**config.mk**
```make
export PLATFORM = sky130hd
export DESIGN_NAME = uart_tx_core
export DESIGN_NICKNAME = d
export VERILOG_FILES = /design/src/rtl/uart_tx_core.sv
export SDC_FILE = /design/constraint.sdc
export NUM_CORES = 1
export LEC_CHECK = 0
export BUFFER_PORTS_ARGS = -buffer_cell sky130_fd_sc_hd__buf_4
export CORE_MARGIN = 2
export CORE_UTILIZATION = 58
export DETAILED_ROUTE_END_ITERATION = 10
export PLACE_DENSITY = 0.78
export SLEW_MARGIN = 15
export SYNTH_ARGS = -nofsm -noshare
export SYNTH_HDL_FRONTEND = slang
export SYNTH_SLANG_ARGS = --single-unit
export TNS_END_PERCENT = 10
```
**constraint.sdc**
```tcl
create_clock -name clk -period 2.8 [get_ports clk]
set_clock_uncertainty 0.15 [all_clocks]
set_input_delay 0.56 -clock clk [delete_from_list [all_inputs] [get_ports clk]]
set_output_delay 0.56 -clock clk [all_outputs]
set_load 0.01 [all_outputs]
```
**src/rtl/uart_tx_core.sv**
```systemverilog
// UART transmitter: start bit, DATA_BITS data bits LSB first, optional parity, STOP_BITS stop bits.
// Define UART_TX_PARITY_EN to compile in the parity bit (even, or odd when PARITY_ODD=1).
module uart_tx_core #(
  parameter int CLKS_PER_BIT = 10416,
  parameter int DATA_BITS    = 8,
  parameter int STOP_BITS    = 1,
  parameter int PARITY_ODD   = 0
) (
  input  logic                 clk,
  input  logic                 reset,
  input  logic                 tx_valid,
  input  logic [DATA_BITS-1:0] tx_data,
  output logic                 tx_ready,
  output logic                 TxD,
  output logic                 busy
);

  localparam int BAUD_W = $clog2(CLKS_PER_BIT);
  localparam int BIT_W  = $clog2(DATA_BITS + 1);
  localparam logic [BAUD_W-1:0] BAUD_LAST = BAUD_W'(CLKS_PER_BIT - 1);
  localparam logic [BIT_W-1:0]  DATA_LAST = BIT_W'(DATA_BITS - 1);
  localparam logic [BIT_W-1:0]  STOP_LAST = BIT_W'(STOP_BITS - 1);

  typedef enum logic [2:0] {
    IDLE,
    START,
    DATA,
`ifdef UART_TX_PARITY_EN
    PARITY,
`endif
    STOP
  } state_t;

  state_t               state_reg, state_next;
  logic [BAUD_W-1:0]    baud_reg, baud_next;
  logic [BIT_W-1:0]     bit_reg, bit_next;
  logic [DATA_BITS-1:0] shift_reg, shift_next;
  logic                 txd_reg, txd_next;
  logic                 ready_reg, ready_next;
  logic                 busy_reg, busy_next;
  logic                 baud_done;

`ifdef UART_TX_PARITY_EN
  logic parity_reg, parity_next;

  always_ff @(posedge clk or posedge reset) begin
    if (reset) begin
      parity_reg <= 1'b0;
    end else begin
      parity_reg <= parity_next;
    end
  end
`else
  logic unused_parity_odd;
  assign unused_parity_odd = 1'(PARITY_ODD);
`endif

  assign baud_done = (baud_reg == BAUD_LAST);

  always_ff @(posedge clk or posedge reset) begin
    if (reset) begin
      state_reg <= IDLE;
      baud_reg  <= '0;
      bit_reg   <= '0;
      shift_reg <= '0;
      txd_reg   <= 1'b1;
      ready_reg <= 1'b0;
      busy_reg  <= 1'b0;
    end else begin
      state_reg <= state_next;
      baud_reg  <= baud_next;
      bit_reg   <= bit_next;
      shift_reg <= shift_next;
      txd_reg   <= txd_next;
      ready_reg <= ready_next;
      busy_reg  <= busy_next;
    end
  end

  always_comb begin
    state_next = state_reg;
    baud_next  = baud_reg;
    bit_next   = bit_reg;
    shift_next = shift_reg;
`ifdef UART_TX_PARITY_EN
    parity_next = parity_reg;
`endif
    case (state_reg)
      IDLE: begin
        if (tx_valid && ready_reg) begin
          shift_next = tx_data;
          baud_next  = '0;
          bit_next   = '0;
          state_next = START;
`ifdef UART_TX_PARITY_EN
          parity_next = (^tx_data) ^ 1'(PARITY_ODD);
`endif
        end
      end
      START: begin
        if (baud_done) begin
          baud_next  = '0;
          bit_next   = '0;
          state_next = DATA;
        end else begin
          baud_next = baud_reg + 1'b1;
        end
      end
      DATA: begin
        if (baud_done) begin
          baud_next  = '0;
          shift_next = shift_reg >> 1;
          if (bit_reg == DATA_LAST) begin
            bit_next = '0;
`ifdef UART_TX_PARITY_EN
            state_next = PARITY;
`else
            state_next = STOP;
`endif
          end else begin
            bit_next = bit_reg + 1'b1;
          end
        end else begin
          baud_next = baud_reg + 1'b1;
        end
      end
`ifdef UART_TX_PARITY_EN
      PARITY: begin
        if (baud_done) begin
          baud_next  = '0;
          bit_next   = '0;
          state_next = STOP;
        end else begin
          baud_next = baud_reg + 1'b1;
        end
      end
`endif
      STOP: begin
        if (baud_done) begin
          baud_next = '0;
          if (bit_reg == STOP_LAST) begin
            bit_next   = '0;
            state_next = IDLE;
          end else begin
            bit_next = bit_reg + 1'b1;
          end
        end else begin
          baud_next = baud_reg + 1'b1;
        end
      end
      default: state_next = IDLE;
    endcase

    // Line level is computed from the next state so TxD comes straight from a flop.
    case (state_next)
      START:   txd_next = 1'b0;
      DATA:    txd_next = shift_next[0];
`ifdef UART_TX_PARITY_EN
      PARITY:  txd_next = parity_next;
`endif
      default: txd_next = 1'b1;
    endcase
    ready_next = (state_next == IDLE);
    busy_next  = (state_next != IDLE);
  end

  assign tx_ready = ready_reg;
  assign TxD      = txd_reg;
  assign busy     = busy_reg;

endmodule

```
== Word level (Yosys, flattened, before mapping) ==
Cells that the tools add are included.

* Latch bits: 0
* Output and inout port bits: 3
* Register bits after elaboration: 32
* Memory bits (writable): 0
* Bits in read-only memories: 0
* Memories kept: 0

* Eq/ne operators: 11
* Mux-type cells: 21
* $lt $le $gt $ge: 0
* $mul: 0
* Shift-type cells: 0
* Bitwise logic cells: 0
* Div/mod/pow operators: 0
* $add $sub $neg: 2
* Reductions and logical operators: 12

{| class="wikitable"
|+ Operators by type and width
! kind !! number
|-
| $mux 14 || 2
|-
| $pmux 14 s2 || 1
|-
| $mux 4 || 6
|-
| $mux 3 || 6
|-
| $mux 8 || 2
|-
| $pmux 4 s4 || 1
|-
| $pmux 8 s2 || 1
|-
| $add 14x1->14 const B || 1
|-
| $eq 14x14->1 const B || 1
|-
| $pmux 3 s4 || 1
|-
| $eq 3x2->1 const B || 3
|-
| $ne 2x2->1 const B || 4
|-
| $eq 3x1->1 const B || 2
|-
| $logic_not 3->1 || 2
|-
| $reduce_and 5->1 || 1
|-
| $add 4x1->4 const B || 1
|-
| $eq 4x3->1 const B || 1
|-
| $logic_not 4->1 || 1
|-
| $reduce_bool 2->1 || 2
|-
| $reduce_bool 4->1 || 1
|-
| $reduce_and 3->1 || 1
|-
| $reduce_bool 3->1 || 1
|-
| $reduce_or 3->1 || 1
|-
| $pmux 1 s2 || 1
|-
| other kinds (2) || 2
|}

== Depth between registers and ports, before layout ==
* Word-level depth: 6
* Depth in mapped cells: 8
* Gate-level depth less buffers: 8

== Worst setup path after synthesis ==
No wires, ideal clock.

* Kind: register to register
* Start: register baud_reg[0]
* End: register busy_reg (netlist: busy)
* Arrival time: 1.789 ns
* Period minus slack after synthesis: 2.060 ns
* Setup slack: 0.740 ns
* Buffers on the path: 2
* Stages on the path, launching flop included: 9
* Data required time: 2.529 ns
* Cells stage by stage: dfrtp_1 ha_1 and4_4 and4_1 buf_6 and3_1 buf_2 a21bo_2 nand2b_1

* Word-level cells in the longest chain between the ends: 4
* Elaborated cells on any way between the ends: 6
* Classes of those cells: 1 x eq/ne; 4 x mux; 1 x reduce/logical

{| class="wikitable"
|+ RTL lines
! what !! RTL line !! RTL
|-
| start, declared || 35 || <nowiki>logic [BAUD_W-1:0] baud_reg, baud_next;</nowiki>
|-
| start signal, assigned || 71 || <nowiki>baud_reg <= baud_next;</nowiki>
|-
| $eq 14x14->1 (*) || 58 || <nowiki>assign baud_done = (baud_reg == BAUD_LAST);</nowiki>
|-
| $mux 3 (on tied branches) || 139, 101, 110 ||
|-
| $pmux 3 s4 (*) || 88 || <nowiki>case (state_reg)</nowiki>
|-
| via state_next[0] || 34 || <nowiki>state_t state_reg, state_next;</nowiki>
|-
| $reduce_bool 3->1 (*) || 164 || <nowiki>busy_next = (state_next != IDLE);</nowiki>
|-
| via busy_next || 40 || <nowiki>logic busy_reg, busy_next;</nowiki>
|-
| end signal, assigned || 76 || <nowiki>busy_reg <= busy_next;</nowiki>
|-
| end, declared || 40 ||
|}

The timed path passes the listed nets; every way through them passes the cells marked *.
A chain may end at the register's enable or synchronous reset.

== Final worst setup path ==
* Start: register baud_reg[0]
* End: register txd_reg (netlist: TxD)

* Word-level cells in the longest chain between the ends: 5
* Elaborated cells on any way between the ends: 10
* Classes of those cells: 3 x eq/ne; 7 x mux

{| class="wikitable"
|+ RTL lines
! what !! RTL line !! RTL
|-
| $eq 14x14->1 (*) || 58 ||
|-
| $mux 3 (on tied branches) || 139, 101, 110 ||
|-
| $pmux 3 s4 || 88 ||
|-
| $eq 3x2->1 or $eq 3x1->1 (tied branches) || 155 || <nowiki>case (state_next)</nowiki>
|-
| $pmux 1 s2 (*) || 155 ||
|-
| via txd_next || 38 || <nowiki>logic txd_reg, txd_next;</nowiki>
|-
| end signal, assigned || 74 || <nowiki>txd_reg <= txd_next;</nowiki>
|-
| end, declared || 38 ||
|}

The timed path passes the listed nets; every way through them passes the cells marked *. The select of a mux whose other input is x is not followed.

==> flow_summary.toml <==
[run_status]
status = "complete, no violations"

[floorplan]
fp.dieW_um = 58.4
core_um2 = 2780
start_util_pct = 61.8
die_area_um2 = 3420
rows = 19
die_h_um = 58.4
io_pins = 14

[power_and_ir_drop]
switchingPower_w = 0.000295
max-vdd-ir-drop_v = 0.000502
seq_power_share_pct = 55.0
finalPower_w = 0.00104
power_leakage_nw = 0.902
p_sw_share_pct = 28.5
internal-power_w = 0.000741
p_comb_share_pct = 16.9
powerDensity_nw_per_um2 = 542
p_clk_share_pct = 28.1

[synth]
synthAdderAreaFrac_pct = 2.18
synth_top_area_share_pct = 45.1
yosys.area_share.xor_xnor_pct = 1.53
yosys.area_share.simple_pct = 22.9
yosysSeqAreaShare_pct = 46.7
syn_avg_cell_area_um2 = 9.60
synth_top_family_by_area = "simple AND/OR/NAND/NOR gates"
synth_compound_area_share_pct = 20.6
synth-seq-cells = 32
netlist_area_um2 = 1720
synth-async-reset-ratio_pct = 100
synth_flop_cell = "dfrtp_1"
synth_area_leaders = "dfrtp_1 (45%), nand2_1 (6.3%), nand3_1 (3.2%)"
muxShareOfSynthArea_pct = 1.75
yosys_warnings = 0
synth_top_area_cell = "dfrtp_1"
syn_nets = 193
yosysUniqueCellTypes = 52
synth_cells = 179
synth_edf_count = 0

[cts]
cts_sinks = 32
clk_pin_slew_ns = 0.09
cts_resized = 0
cts_made_buffers = 5
clk_latency_ns = 0.33
ctsLongestPathBuffers = 2
cts_max_level = 2
clockRootBuffer = "clkbuf_4"
hold_buffers = 0
cts_tree = "yes"
cts_setup_buffers = 0

[drt]
vias = 1384
route.met2.wl_um = 1600
wirelength_um = 3380
met1_length_um = 1530
drt_iter0_markers = 81
wl_met3_um = 192
ant_nets = 0
dr.pass1.iters = 4
via_per_inst = 6.07
drc = 0
dr.max_layer_used = "met4"
routedWlPerCell_um = 14.8

[grt]
grt_pass1_wl_um = 5890
antenna_found_initial = 0
overflow = 0
first_global_vias = 1329
grt_max_degree = 20
grt_usage_pct = 22.9

[cells_and_area]
diodes = 0
multi_input_area_um2 = 846
final-seq-area_um2 = 802
drive_gt1_share_pct = 16.2
final_cells = 228
area_growth_pct = 11.3
largest_reg_flops = 14
fin_nets = 211
fill_cells = 222

[place]
placedCellCount = 221
place_hpwl_um = 2510
port_buffers = 13
post-place-ws_ns = 0.540
place_congestion = 0.902

[timing]
hold_viol = 0
slew-limit-headroom_pct = 53.6
fmax_ghz = 0.438
finalCriticalPeriod_ns = 2.28
rsz0062_at_grt = "no"
hold_ws_ns = 0.188
setup_tns_ns = 0
slew_violations = 0
finalCritPeriodShare_pct = 81.5
tightest_slew_ns = 0.696
timing.final.ws_setup_ns = 0.519
finalSetupViolations = 0

[setup_path]
slowest_delay_ns = 0.45
end_kind = "flop"
critPathTopFamily = "simple AND/OR/NAND/NOR gates"
cp.buffers_inverters = 0
reg2reg_from = "baud_reg[0]"
worst_r2r_path_depth = 6
r2r_end = "TxD"
worstPathRequired_ns = 2.89
worstPathArrival_ns = 2.37
path_cells = "ha_1, and4_4, and4_1, a31oi_4, a2111oi_4, mux2i_1"
path_max_fanout = 10
path_class = "flop to flop"
cp_slowest_cell = "and4_1"
cp-start-kind = "flop"
rrSetupSlack_ns = 0.52

[hold_path]
hold_class = "input port to asynchronous set/reset pin"

[run]
drv_cap = 0
==> metal layers <==
layer	up-vias	GRT usage (%)
li1	677	-
met3	7	5.93
met4	0	6.98
met2	42	37.7
met5	-	0
met1	658	29.8
==> final cells by class <==
class                           instances  area share (%)
Multi-Input combinational cell        132            44.2
Sequential cell                        32            41.9
Timing Repair Buffer                   17            6.67
Clock buffer                            7            3.40
Tap cell                               31            2.03
Inverter                                9            1.77
==> per-stage QoR <==
| step | utilization, % | area, um2 |
|---|---|---|
| floorplan | - | 1720 |
| global placement | 66.4 | 1850 |
| detailed placement | 66.4 | 1850 |
| CTS | 68.8 | 1910 |
| global route | 68.8 | 1910 |
| finish | 68.8 | 1910 |
==> cells by family (layout without fill, tap and decap cells) <==
kind of cell / after synthesis / after routing
and+or+nand+nor: 77 / 77
other: 1 / 1
xor gates and xnor gates: 3 / 3
muxes: 3 / 3
AOI/OAI and AO/OA: 45 / 45
DFF: 32 / 32
buffers and inverters: 15 / 33
adders and majority gates: 3 / 3
==> cells in the final DEF (no fill, tap or decap), types with 2 or more instances in the layout <==
| master | count |
|---|---|
| o311a_1 | 2 |
| a21o_1 | 4 |
| a21oi_1 | 5 |
| dfrtp_1 | 31 |
| clkbuf_8 | 2 |
| buf_4 | 17 |
| ha_1 | 3 |
| xnor2_1 | 2 |
| nand3_1 | 11 |
| nor3b_1 | 2 |
| nand2_1 | 29 |
| nand4_1 | 3 |
| mux2i_1 | 3 |
| inv_1 | 9 |
| nor2_1 | 10 |
| or2_1 | 2 |
| nor3_1 | 6 |
| o21ai_0 | 10 |
| a22oi_1 | 6 |
| a22o_1 | 4 |
| clkbuf_4 | 5 |
| or4_1 | 2 |
==> cells in the mapped netlist, types with 2 or more instances <==
cell type,instances
xnor2_1,2
inv_1,9
a22o_1,4
a21oi_1,5
buf_2,3
dfrtp_1,31
nand3_1,11
ha_1,3
nor3b_1,2
or2_1,2
a22oi_1,6
or4_1,2
a21o_1,4
nand2_1,29
o311a_1,2
o21ai_0,10
nor2_1,10
nand4_1,3
mux2i_1,3
nor3_1,6
==> how the worst max path moves through the flow <==
| stage | cells past startpoint | to | slack (ns) | start |
|---|---|---|---|---|
| detailed placement | 6 | TxD | 0.54 | baud_reg[0] |
| global placement | 6 | TxD | 0.64 | baud_reg[0] |
| CTS | 6 | TxD | 0.51 | baud_reg[0] |
| global route | 6 | busy | 0.40 | baud_reg[0] |
| finish | 6 | TxD | 0.52 | baud_reg[0] |
| floorplan | 8 | busy | 0.74 | baud_reg[0] |
==> power groups by stage <==
stage / combinational (W) / clock [W] / sequential, W
6_report: 0.000175 / 0.000291 / 0.000570
5_1_grt: 0.000201 / 0.000322 / 0.000578
4_1_cts: 0.000177 / 0.000305 / 0.000570
3_5_place_dp: 0.000177 / 0 / 0.000579
3_3_place_gp: 0.000168 / 0 / 0.000576
2_1_floorplan: 0.000118 / 0 / 0.000570
(Power assumes the default switching activity.)
